`config.mk`:
```
export PLATFORM = sky130hd
export DESIGN_NAME = mem_req_arbiter
export DESIGN_NICKNAME = d
export VERILOG_FILES = /design/src/rtl/mem_req_arbiter.sv
export SDC_FILE = /design/constraint.sdc
export NUM_CORES = 1
export LEC_CHECK = 0
export BUFFER_PORTS_ARGS = -buffer_cell sky130_fd_sc_hd__buf_2
export CAP_MARGIN = 20
export CORE_AREA = 10 10 202 204
export CTS_BUF_LIST = sky130_fd_sc_hd__clkbuf_4
export CTS_CLUSTER_SIZE = 20
export DETAILED_ROUTE_END_ITERATION = 10
export DIE_AREA = 0 0 212 214
export SYNTH_ARGS = -nofsm -noshare
export SYNTH_HDL_FRONTEND = slang
export SYNTH_SLANG_ARGS = --single-unit
```
`constraint.sdc`:
```
create_clock -name clk_i -period 3.7 [get_ports clk_i]
set_clock_uncertainty 0.05 [all_clocks]
set_input_delay 0 -clock clk_i [delete_from_list [all_inputs] [get_ports clk_i]]
set_output_delay 0 -clock clk_i [all_outputs]
set_load 0.005 [all_outputs]
```
`src/rtl/mem_req_arbiter.sv`:
```
// Two-requester (icache / dcache) arbiter onto a single memory request port.
// Tracks outstanding reads by TID and outstanding stores by count.
module mem_req_arbiter #(
  parameter int ADDR_W     = 64,
  parameter int DATA_W     = 64,
  parameter int TID_W      = 2,
  parameter int MAX_STORES = 7
) (
  input  logic              clk_i,
  input  logic              rst_i,
  input  logic              ic_req_valid_i,
  input  logic [ADDR_W-1:0] ic_req_addr_i,
  output logic              ic_req_ready_o,
  input  logic              dc_req_valid_i,
  input  logic              dc_req_we_i,
  input  logic              dc_req_nc_i,
  input  logic [ADDR_W-1:0] dc_req_addr_i,
  input  logic [DATA_W-1:0] dc_req_wdata_i,
  output logic              dc_req_ready_o,
  output logic              mem_req_valid_o,
  input  logic              mem_req_ready_i,
  output logic              mem_req_we_o,
  output logic [ADDR_W-1:0] mem_req_addr_o,
  output logic [DATA_W-1:0] mem_req_wdata_o,
  output logic [TID_W-1:0]  mem_req_tid_o,
  input  logic              mem_rsp_valid_i,
  input  logic              mem_rsp_we_i,
  input  logic [TID_W-1:0]  mem_rsp_tid_i,
  input  logic [DATA_W-1:0] mem_rsp_rdata_i,
  output logic              ic_rsp_valid_o,
  output logic [DATA_W-1:0] ic_rsp_rdata_o,
  output logic              dc_rsp_valid_o,
  output logic              dc_rsp_we_o,
  output logic [DATA_W-1:0] dc_rsp_rdata_o,
  output logic [2:0]        stores_pending_o
);

  localparam int         NTID        = 1 << TID_W;
  localparam logic [1:0] S_IDLE      = 2'd0;
  localparam logic [1:0] S_ISSUE     = 2'd1;
  localparam logic [1:0] S_DRAIN     = 2'd2;
  localparam logic [2:0] STORE_LIMIT = 3'(MAX_STORES);

  logic [1:0]      state;
  logic [NTID-1:0] tid_busy;
  logic [NTID-1:0] tid_owner_dc;
  logic [NTID-1:0] tid_busy_nxt;
  logic [2:0]      stores_pending;
  logic            rr_dc;

  logic             tid_avail;
  logic [TID_W-1:0] free_tid;
  logic             ic_elig;
  logic             dc_elig;
  logic             in_idle;
  logic             drain_req;
  logic             grant_ic;
  logic             grant_dc;
  logic             grant_read;
  logic             grant_write;
  logic             rsp_read;
  logic             rsp_ack;
  logic             rsp_owner_dc;

  function automatic logic [TID_W-1:0] lowest_free(input logic [NTID-1:0] busy);
    logic [TID_W-1:0] sel;
    sel = '0;
    for (int i = NTID - 1; i >= 0; i--) begin
      if (!busy[i]) sel = TID_W'(i);
    end
    return sel;
  endfunction

  // Store counter never wraps below zero; callers only raise inc below the limit.
  function automatic logic [2:0] next_count(input logic [2:0] cnt, input logic inc,
                                            input logic dec);
    logic [2:0] res;
    res = cnt;
    if (inc && !dec) res = cnt + 3'd1;
    else if (dec && !inc && cnt != 3'd0) res = cnt - 3'd1;
    return res;
  endfunction

  always_comb begin
    tid_avail    = ~&tid_busy;
    free_tid     = lowest_free(tid_busy);
    ic_elig      = ic_req_valid_i && tid_avail;
    dc_elig      = dc_req_valid_i &&
                   (dc_req_we_i ? (stores_pending < STORE_LIMIT)
                                : (tid_avail && (!dc_req_nc_i || stores_pending == 3'd0)));
    in_idle      = (state == S_IDLE) && !rst_i;
    // A non-cacheable read must wait for all earlier stores; nobody is granted meanwhile.
    drain_req    = in_idle && dc_req_valid_i && !dc_req_we_i && dc_req_nc_i &&
                   (stores_pending != 3'd0);
    grant_ic     = in_idle && !drain_req && ic_elig && (!dc_elig || !rr_dc);
    grant_dc     = in_idle && !drain_req && dc_elig && !grant_ic;
    grant_read   = grant_ic || (grant_dc && !dc_req_we_i);
    grant_write  = grant_dc && dc_req_we_i;
    rsp_read     = mem_rsp_valid_i && !mem_rsp_we_i && tid_busy[mem_rsp_tid_i];
    rsp_ack      = mem_rsp_valid_i && mem_rsp_we_i && (stores_pending != 3'd0);
    rsp_owner_dc = tid_owner_dc[mem_rsp_tid_i];
  end

  always_comb begin
    tid_busy_nxt = tid_busy;
    if (rsp_read)   tid_busy_nxt[mem_rsp_tid_i] = 1'b0;
    if (grant_read) tid_busy_nxt[free_tid]      = 1'b1;
  end

  assign ic_req_ready_o   = grant_ic;
  assign dc_req_ready_o   = grant_dc;
  assign stores_pending_o = stores_pending;

  always_ff @(posedge clk_i) begin
    if (rst_i) begin
      state           <= S_IDLE;
      tid_busy        <= '0;
      tid_owner_dc    <= '0;
      stores_pending  <= 3'd0;
      rr_dc           <= 1'b0;
      mem_req_valid_o <= 1'b0;
      mem_req_we_o    <= 1'b0;
      mem_req_addr_o  <= '0;
      mem_req_wdata_o <= '0;
      mem_req_tid_o   <= '0;
      ic_rsp_valid_o  <= 1'b0;
      ic_rsp_rdata_o  <= '0;
      dc_rsp_valid_o  <= 1'b0;
      dc_rsp_we_o     <= 1'b0;
      dc_rsp_rdata_o  <= '0;
    end else begin
      tid_busy       <= tid_busy_nxt;
      stores_pending <= next_count(stores_pending, grant_write, rsp_ack);
      if (grant_read) tid_owner_dc[free_tid] <= grant_dc;
      if (grant_ic || grant_dc) rr_dc <= grant_ic;

      // Request side: grant in IDLE, hold payload through ISSUE until accepted.
      case (state)
        S_IDLE: begin
          if (drain_req) begin
            state <= S_DRAIN;
          end else if (grant_ic) begin
            state           <= S_ISSUE;
            mem_req_valid_o <= 1'b1;
            mem_req_we_o    <= 1'b0;
            mem_req_addr_o  <= ic_req_addr_i;
            mem_req_wdata_o <= '0;
            mem_req_tid_o   <= free_tid;
          end else if (grant_dc) begin
            state           <= S_ISSUE;
            mem_req_valid_o <= 1'b1;
            mem_req_we_o    <= dc_req_we_i;
            mem_req_addr_o  <= dc_req_addr_i;
            mem_req_wdata_o <= dc_req_we_i ? dc_req_wdata_i : '0;
            mem_req_tid_o   <= dc_req_we_i ? '0 : free_tid;
          end
        end
        S_ISSUE: begin
          if (mem_req_ready_i) begin
            state           <= S_IDLE;
            mem_req_valid_o <= 1'b0;
          end
        end
        S_DRAIN: begin
          if (stores_pending == 3'd0) state <= S_IDLE;
        end
        default: state <= S_IDLE;
      endcase

      // Response side: route by TID owner, one cycle of latency.
      ic_rsp_valid_o <= rsp_read && !rsp_owner_dc;
      dc_rsp_valid_o <= (rsp_read && rsp_owner_dc) || rsp_ack;
      dc_rsp_we_o    <= rsp_ack;
      if (rsp_read && !rsp_owner_dc) ic_rsp_rdata_o <= mem_rsp_rdata_i;
      if (rsp_read && rsp_owner_dc)  dc_rsp_rdata_o <= mem_rsp_rdata_i;
      else if (rsp_ack)              dc_rsp_rdata_o <= '0;
    end
  end

endmodule

```
==> metrics.txt, run 1 <==
Commonest cells post-synth=277 x dfxtp_1, 263 x nand2_1, 201 x a21oi_1; main area contributors after synthesis=dfxtp_1 52%, a21oi_1 9.5%, nand2_1 9.3%, nor2_1 5.0%, a211oi_2 4.7%; cell count after synthesis=1253; Syn Nets=~1500; EDFF count, synth=0; count leader, synth=dfxtp_1; deepest clock path buffer count=3; Horiz. Die Dim=212 um; synthesized cell area=10600 um2; Yosys cell types=47; CTS Hold Bufs=463; initial cell density of the core=0.287; top_reg_cell synth=dfxtp_1; I/O Buffers=534; post-synth top area share=0.522; FF+latch count, synth=277; Halt Reason=[ERROR RSZ-0060] Max buffer count reached.; cell row count=71; Final HPWL DP=30100 um; ys async rst share=0; clock sink count=277; I/O Pins=535; H-tree levels=3; GP Congestion=~0.86; synthesized area per cell=~8.5 um2; Synth Warn #=0; post-synthesis sequential area ratio=0.522; die height=roughly 210 um; largest area contributor in the netlist=dfxtp_1; status=aborted with a tool error; Post-CTS Setup Bufs=0; Failed at=clock tree synthesis; Clock Tree Root=clkbuf_4; CTS Buf Count=82; post-cts resize count=0
-- cells by family after synthesis --
logic type               share of synthesized area
AO/OA/AOI/OAI                                0.220
buffers and inverters                       0.0488
multiplexers                                0.0120
XOR/XNOR                                  0.000825
adder cells (fa/ha/maj)                    0.00189
AND/OR/NAND/NOR                              0.194
flip-flops                                   0.522
-- stage by stage --
stage	setup WS [ps]	cell area [um2]	std cells	hold slack [ps]
floorplan	949	10600	1253	66.5
global placement	1090	13600	2166	195
detailed placement	1010	13600	2166	203
==> run 2: changes to the inputs <==
- CORE_AREA: 10 10 202 204 -> 10 10 200 202
- CTS_BUF_LIST: sky130_fd_sc_hd__clkbuf_4 -> unset
- CTS_CLUSTER_SIZE: 20 -> unset
- DIE_AREA: 0 0 212 214 -> 0 0 210 212
- PLACE_DENSITY_LB_ADDON: unset -> 0.15
==> metrics.txt, run 2 <==
Slew @ Worst Pin=1010 ps; synthesized area per cell=8.47 um2; Vias=11900; Layout Nets=2268; drt wl/cell=19.1 um; Hold Path Stages=6; commonest non-fill, non-tap cell in the layout=buf_2; Crit. End Element=flip-flop; reg2reg end=mem_req_addr_o[59]; cell count after synthesis=approximately 1300; Tmin final=3440 ps; die height=212 um; FF/Latch Area=approximately 5500 um2; I/O Pins=535; Filler cells=~3500; kind of critical path=flip-flop to flip-flop; Finished Cell Area=17400 um2; Multi-input gate area=4580 um2; CTS tree=built; Reg2Reg Depth=8; Worst EP required=slightly above 4000 ps; CP arrival=3860 ps; LEAKAGE=7.91 nW; clock slew at reported path FFs=60 ps; 1st-iter DRT viols=685; status=completed; Horiz. Die Dim=210 um; vias per cell=4.74; Die Area=around 45000 um2; # setup viols final=0; HP Start=mem_rsp_we_i; Worst Setup Start Kind=flip-flop; initial antenna violation count=8; Global Route Usage Sum=0.202; vias in the first global route=12000; dpl cell area=13600 um2; deepest clock path buffer count=3; clock sink count=277; Max Freq=roughly 0.29 GHz; PwrDens=442 nW/um2; flop2flop setup slack=260 ps; count leader, synth=dfxtp_1; main area contributors after synthesis=dfxtp_1 52%, a21oi_1 9.5%, nand2_1 9.3%, nor2_1 5.0%, a211oi_2 4.7%; Final Cycle Share=0.930; post-cts resize count=0; initial cell density of the core=0.294; GP Congestion=roughly 0.83; DR pass1 iterations=5; compound-cell area share of the yosys netlist=0.220; Fin Setup TNS=0 ps; CTS Buf Count=34; hold endpoint=stores_pending_o[1]; post-route ant nets=0; Clock Tree Root=clkbuf_16; largest area contributor in the netlist=dfxtp_1; Final HPWL DP=32600 um; Yosys cell types=47; max-slew violations=0; total power=0.00769 W; FF+latch count, synth=277; RSZ-0062 raised after global routing=no; Post-Synth Simple-Gate Area=0.194; Hold Path Class=input port to flip-flop; synthesized cell area=10600 um2; Placeable Area=36100 um2; post-synthesis mux area share=0.0120; Synth Warn #=0; post-synthesis adder-cell area fraction=0.00189; Reg-to-Reg Start=stores_pending_o[0]; most used cells in the layout excluding fill and tap cells=533 x buf_2, 277 x dfxtp_1, 268 x dlygate4sd3_1, 263 x nand2_1, 200 x a21oi_1; # DRC=0; top_reg_cell synth=dfxtp_1; layout cells sized above 1=0.327; post-synth top area share=0.522; H-tree levels=2; global route total overflow=0; Skew-Pair Late Insertion Delay=about 530 ps; CP Max Fanout=38; global-route wire length before repair=71800 um; Syn Nets=1521; ys async rst share=0; worst rel slew slack=0.325; layout overhead on the synthesized area=64.1%; EDFF count, synth=0; cell row count=70; Commonest cells post-synth=277 x dfxtp_1, 263 x nand2_1, 201 x a21oi_1; Peak VDD IR=0.339 mV; Post-CTS Setup Bufs=0; I/O Buffers=534; post-synthesis sequential area ratio=0.522; xor/xnor cell area share of the yosys netlist=0.000825; largest net degree at the start of global routing=85; WL final=roughly 48000 um; max_cap viols=0; largest family of logic cells by synthesized area=compound AO/OA/AOI/OAI gates; Hold Fails Final Rpt=0
-- run 2: cell counts after synthesis --
No cell type changed its count.
-- run 2: repair_timing --
item / CTS / global route
endpoints found under the setup margin: 0 / 0
hold endpoints to repair: 275 / 0
hold buffers: 268 / 0
-- run 2: worst max-delay path, stage by stage (launching register included) --
cell,delay [ps]
dfxtp_1,380
nor3_1,430
o21ai_2,250
a211o_2,340
inv_2,520
buf_4,390
a21oi_1,110
a211oi_1,290
dlygate4sd3_1,600
-- run 2: power by group --
group,switching (W),total [W],internal (W)
clock,0.00132,0.00342,0.00210
combinational,0.000564,0.00112,0.000560
sequential,0.0000631,0.00315,0.00309
-- run 2: final cells by class --
type / count / area share
sequential: 277 / 0.318
clock inverter: 7 / 0.00524
multi-input combinational: 860 / 0.263
tap: 468 / 0.0336
clock buffer: 52 / 0.0604
antenna: 8 / 0.00115
timing repair buffer: 821 / 0.317
inverter: 6 / 0.00129
-- run 2: per-stage QoR --
step                      hold slack [ps]   util  worst slack (ps)  instances
after CTS                            42.0  0.482               312       2491
final                                85.3  0.483               261       2499
after detailed placement              202  0.376               874       2164
after global routing                  131  0.483              45.0       2499
after global placement                196  0.376               963       2164
after floorplan                      66.5      -               949       1253
-- run 2: cell families (layout without fill, tap and decap cells) --
family | after synthesis | after routing
mux | 10 | 10
fa+ha+maj | 1 | 1
compound gates | 347 | 347
simple gates | 501 | 501
xor+xnor | 1 | 1
other cells | 0 | 8
buf+inv | 116 | 886
flops | 277 | 277
-- run 2: worst max path at each step --
stage | from | to | slack (ps) | cells after the start
3_5_place_dp | stores_pending_o[0] | mem_req_addr_o[62] | 870 | 7
3_3_place_gp | tid_busy[1] | mem_req_addr_o[57] | 960 | 7
4_1_cts | stores_pending_o[0] | mem_req_addr_o[57] | 310 | 8
5_1_grt | stores_pending_o[0] | mem_req_addr_o[59] | 50 | 8
6_report | stores_pending_o[0] | mem_req_addr_o[59] | 260 | 8
2_1_floorplan | stores_pending_o[0] | stores_pending_o[2] | 950 | 10
-- run 2: routing by layer --
layer  global-route usage  vias up  wire length [um]
li1                     -     5790                 -
met2                0.341      376             24200
met3               0.0539       79              3140
met4               0.0920        0              1450
met1                0.235     5607             19000
met5                    0        -                 0
(Power assumes the default switching activity.)
==> run 3: changes to the inputs <==
--- a/constraint.sdc
+++ b/constraint.sdc
@@ -3,3 +3,3 @@
 set_input_delay 0 -clock clk_i [delete_from_list [all_inputs] [get_ports clk_i]]
 set_output_delay 0 -clock clk_i [all_outputs]
-set_load 0.005 [all_outputs]
+set_load 0.1 [all_outputs]
==> metrics.txt, run 3 (synthesis gave the netlist of run 2 again) <==
Clock power frac=0.407; hold endpoint=tid_busy[3]; cell row count=70; switching share of power=0.317; pre-CTS setup slack=1050 ps; Hold Fails Final Rpt=0; DR pass1 iterations=4; post-cts resize count=0; Sw Pwr=0.00267 W; commonest non-fill, non-tap cell in the layout=buf_2; Fin Setup TNS=0 ps; layout overhead on the synthesized area=64.2%; Die Area=44500 um2; Finished Layout Cells=between 2000 and 2500; Int Pwr=around 0.0058 W; CTS tree=built; Layout Nets=2264; GP Congestion=0.837; Final HPWL DP=32500 um; HP Start=mem_rsp_valid_i; Hold Path Class=input port to flip-flop; CP Max Fanout=42; Hold Path Stages=5; PwrDens=roughly 480 nW/um2; Reg-to-Reg Start=tid_busy[1]; global-route wire length before repair=71500 um; Tmin final=3160 ps; initial antenna violation count=8; initial cell density of the core=0.294; vias per cell=between 4 and 5; Horiz. Die Dim=210 um; CP arrival=3570 ps; Crit. End Element=flip-flop; post-layout util=0.483; most used cells in the layout excluding fill and tap cells=533 x buf_2, 277 x dfxtp_1, 267 x dlygate4sd3_1, 263 x nand2_1, 200 x a21oi_1; reg2reg end=mem_req_addr_o[9]; global route total overflow=0; H-tree levels=2; Worst EP required=4110 ps; worst rel slew slack=0.365; WL final=47300 um; deepest clock path buffer count=3; Worst Setup Start Kind=flip-flop; Combinational Power Share=0.219; Reg2Reg Depth=8; drt wl/cell=about 19 um; layout cells sized above 1=0.325; CTS Buf Count=34; Slew @ Worst Pin=between 900 and 1000 ps; post-route ant nets=0; 1st-iter DRT viols=677; Global Route Usage Sum=0.199; status=completed; total power=around 0.0084 W; Placed Cells=2161; Clock Tree Root=clkbuf_16; flop2flop setup slack=540 ps; clock slew at reported path FFs=60 ps; Max Freq=0.317 GHz; # setup viols final=0; LEAKAGE=between 7 and 8 nW; Peak VDD IR=0.348 mV; Vias=11900; Placeable Area=36100 um2; max-slew violations=0; I/O Pins=between 500 and 600; clock sink count=277; vias in the first global route=12200; largest net degree at the start of global routing=87; final worst setup slack=approximately 540 ps; Skew-Pair Late Insertion Delay=520 ps; Seq pwr share=0.373; RSZ-0062 raised after global routing=no; # DRC=0; max_cap viols=0; I/O Buffers=534; Final Cycle Share=0.854; die height=between 200 and 250 um; kind of critical path=flip-flop to flip-flop
run 3: changes by cell type in the layout (fill, tap and decap cells not counted), moves of 2 or more:
cell,change
buf_12,+3
buf_4,-6
clkbuf_8,-3
clkinvlp_4,+2
run 3: worst max-delay path by stage:
| stage | from | endpoint | slack [ps] | cells past startpoint |
|---|---|---|---|---|
| 2_1_floorplan | stores_pending_o[0] | stores_pending_o[2] | 470 | 10 |
| 3_3_place_gp | stores_pending_o[0] | stores_pending_o[2] | 1080 | 6 |
| 3_5_place_dp | stores_pending_o[0] | stores_pending_o[0] | 1050 | 6 |
| 4_1_cts | tid_busy[1] | ic_req_ready_o | 550 | 6 |
| 5_1_grt | tid_busy[1] | mem_req_addr_o[57] | 310 | 7 |
| 6_report | tid_busy[1] | mem_req_addr_o[9] | 540 | 8 |
run 3: critical path: stages (launching register included):
cell and delay [ps]:
dfxtp_1 530, nand4_2 240, a32o_1 280, a211o_2 350, inv_2 380, buf_12 290, a21oi_1 100, a211oi_1 270
dlygate4sd3_1 580
run 3: layout make-up:
type	instances	area [um2]
Fill cell	3507	18700
Clock inverter	9	131
Sequential cell	277	5550
Tap cell	468	586
Inverter	6	22.5
Multi-Input combinational cell	860	4580
Clock buffer	50	1010
Antenna cell	7	17.5
Timing Repair Buffer	817	5530
run 3: repair_timing:
item                                    4_1_cts  5_1_grt
hold endpoints to repair                    274        0
setup buffers                                 0        0
hold buffers                                267        0
endpoints found under the setup margin        0        0
run 3: per-stage QoR:
stage	cell area, um2	hold WS [ps]
5_1_grt	17400	123
3_3_place_gp	13600	196
4_1_cts	17400	55.3
2_1_floorplan	10600	66.5
3_5_place_dp	13600	205
6_report	17400	75.7
run 3: per-layer routing:
layer	GRT usage	vias up	part of all wire
met1	0.230	5572	0.40
met5	0	-	0.00019
met4	0.0938	2	0.040
met2	0.337	408	0.49
li1	-	5782	-
met3	0.0547	93	0.068
run 3: power by group through the flow:
stage	clock [W]	sequential, W	combinational [W]
2_1_floorplan	0	0.00393	0.000454
3_3_place_gp	0	0.00321	0.00157
3_5_place_dp	0	0.00321	0.00157
4_1_cts	0.00353	0.00315	0.00185
5_1_grt	0.00364	0.00316	0.00195
6_report	0.00343	0.00315	0.00185
==> run 4: changes to the inputs <==
- ABC_AREA: unset -> 1
==> metrics.txt, run 4 <==
status=completed; die height=between 200 and 250 um; dpl cell area=13300 um2; LEAKAGE=7.92 nW; kind of critical path=flip-flop to flip-flop; Final HPWL DP=31400 um; Finished Cell Area=roughly 17000 um2; Hold Path Class=input port to flip-flop; Global Route Usage Sum=0.195; largest net degree at the start of global routing=95; FF/Latch Area=5550 um2; Synth Warn #=0; Worst EP required=4160 ps; main area contributors after synthesis=dfxtp_1 53%, nand2_1 17%, a21oi_1 9.8%, a31oi_1 3.9%, nand3_1 3.6%; ys async rst share=0; Max Freq=around 0.34 GHz; post-cts resize count=0; DR pass1 iterations=5; cell row count=70; layout cells sized above 1=0.286; I/O Buffers=534; vias in the first global route=12300; most used cells in the layout excluding fill and tap cells=533 x buf_2, 483 x nand2_1, 303 x dlygate4sd3_1, 277 x dfxtp_1, 206 x a21oi_1; deepest clock path buffer count=3; WL final=about 47000 um; Horiz. Die Dim=210 um; initial cell density of the core=0.292; final worst setup slack=719 ps; CP Max Fanout=63; Vias=approximately 12000; clock sink count=about 280; Slowest cell on crit path=dlygate4sd3_1; Final Cycle Share=0.806; post-route ant nets=0; Commonest cells post-synth=484 x nand2_1, 277 x dfxtp_1, 206 x a21oi_1; Multi-input gate area=4280 um2; pre-CTS setup slack=roughly 1200 ps; drt wl/cell=17.8 um; I/O Pins=535; Crit. End Element=flip-flop; cell count after synthesis=between 1000 and 1500; Post-CTS Setup Bufs=0; PwrDens=483 nW/um2; Yosys cell types=29; count leader, synth=nand2_1; FF+latch count, synth=277; worst rel slew slack=0.290; synthesized area per cell=about 7.8 um2; synthesized cell area=10500 um2; H-tree levels=1; Bufs and invs on worst path=3; CTS Buf Count=31; Worst Setup Start Kind=flip-flop; vias per cell=approximately 4.7; GP Congestion=between 0.8 and 0.9; RSZ-0062 raised after global routing=no; global-route wire length before repair=70700 um; Tmin final=2980 ps; Filler cells=approximately 3500; Die Area=44500 um2; EDFF count, synth=0; largest area contributor in the netlist=dfxtp_1; Syn Nets=1620; global route total overflow=0; Layout Nets=2398; Peak VDD IR=0.364 mV; max incr delay on CP=570 ps; max-slew violations=0; Clock Tree Root=clkbuf_16; top_reg_cell synth=dfxtp_1; flop2flop setup slack=720 ps; HP Start=ic_req_valid_i; Fin Setup TNS=0 ps; Reg-to-Reg Start=stores_pending_o[2]; clock slew at reported path FFs=60 ps; CP arrival=~3400 ps; worst-path cell chain=nor2_1 > nand2_2 > nand2_2 > nand2_2 > nand2_2 > nand2_2 > nor2_4 > nor2_8 > inv_4 > buf_4 > o21ai_0 > a31oi_1 > dlygate4sd3_1; Hold Fails Final Rpt=0; Placeable Area=36100 um2; Slew @ Worst Pin=1060 ps; post-synth top area share=0.526; max_cap viols=0; initial antenna violation count=4; commonest non-fill, non-tap cell in the layout=buf_2; most frequent CP cell=nand2_2; CTS tree=built; # DRC=0; worst setup path startpoint=stores_pending_o[2]; post-synthesis sequential area ratio=0.526; # setup viols final=0; Skew-Pair Late Insertion Delay=570 ps; Crit path max-delay family=buffers and inverters; 1st-iter DRT viols=670; layout overhead on the synthesized area=64.3%
## run 4: worst min-delay path, cell delays in order
cell	delay [ps]
buf_2	100
nand2_1	150
nor2_8	80
nand2_4	110
a21oi_4	100
nand3_1	80
a21oi_1	60
## run 4: worst paths after layout
| path | endpoint | depth (start not counted) |
|---|---|---|
| hold reg to reg | dc_rsp_rdata_o[16] | 2 |
| setup / recovery | mem_req_addr_o[1] | 13 |
| setup reg to reg | mem_req_addr_o[1] | 13 |
| hold / removal | tid_owner_dc[3] | 7 |
## run 4: where the power goes
group,leakage [nW],switching [W],total [W],internal (W)
combinational,5.20,0.00160,0.00220,0.000602
sequential,2.25,0.0000747,0.00320,0.00312
clock,0.474,0.00123,0.00297,0.00174
## run 4: logic make-up after synthesis
group,count (synthesis),synth area share
fa+ha+maj,1,0.00190
simple gates,595,0.229
flops,277,0.526
buf+inv,132,0.0678
compound gates,347,0.176
## run 4: metrics by stage
stage,utilization,power (W),hold slack [ps],std cells
floorplan,-,0.00471,92.7,1352
global route,0.480,0.00870,133,2620
global placement,0.368,0.00512,199,2261
finish,0.480,0.00837,103,2622
detailed placement,0.368,0.00513,205,2261
CTS,0.479,0.00846,75.1,2618
## run 4: routing by layer
metal	global-route usage	vias to the layer above	part of all wire
met1	0.233	5638	0.41
met5	0	-	0.00062
met2	0.331	445	0.48
li1	-	6043	-
met3	0.0596	63	0.082
met4	0.0553	4	0.023
## run 4: cell type report
type                            count  share of cell area
Inverter                           27             0.00614
Clock buffer                       48              0.0525
Multi-Input combinational cell    943               0.247
Timing Repair Buffer              850               0.336
Clock inverter                      6             0.00332
Sequential cell                   277               0.320
Antenna cell                        3            0.000433
Tap cell                          468              0.0338
## run 4: repair_timing
item,in CTS,in global routing
hold buffers,303,0
endpoints found under the hold margin,272,0
endpoints found under the setup margin,0,0
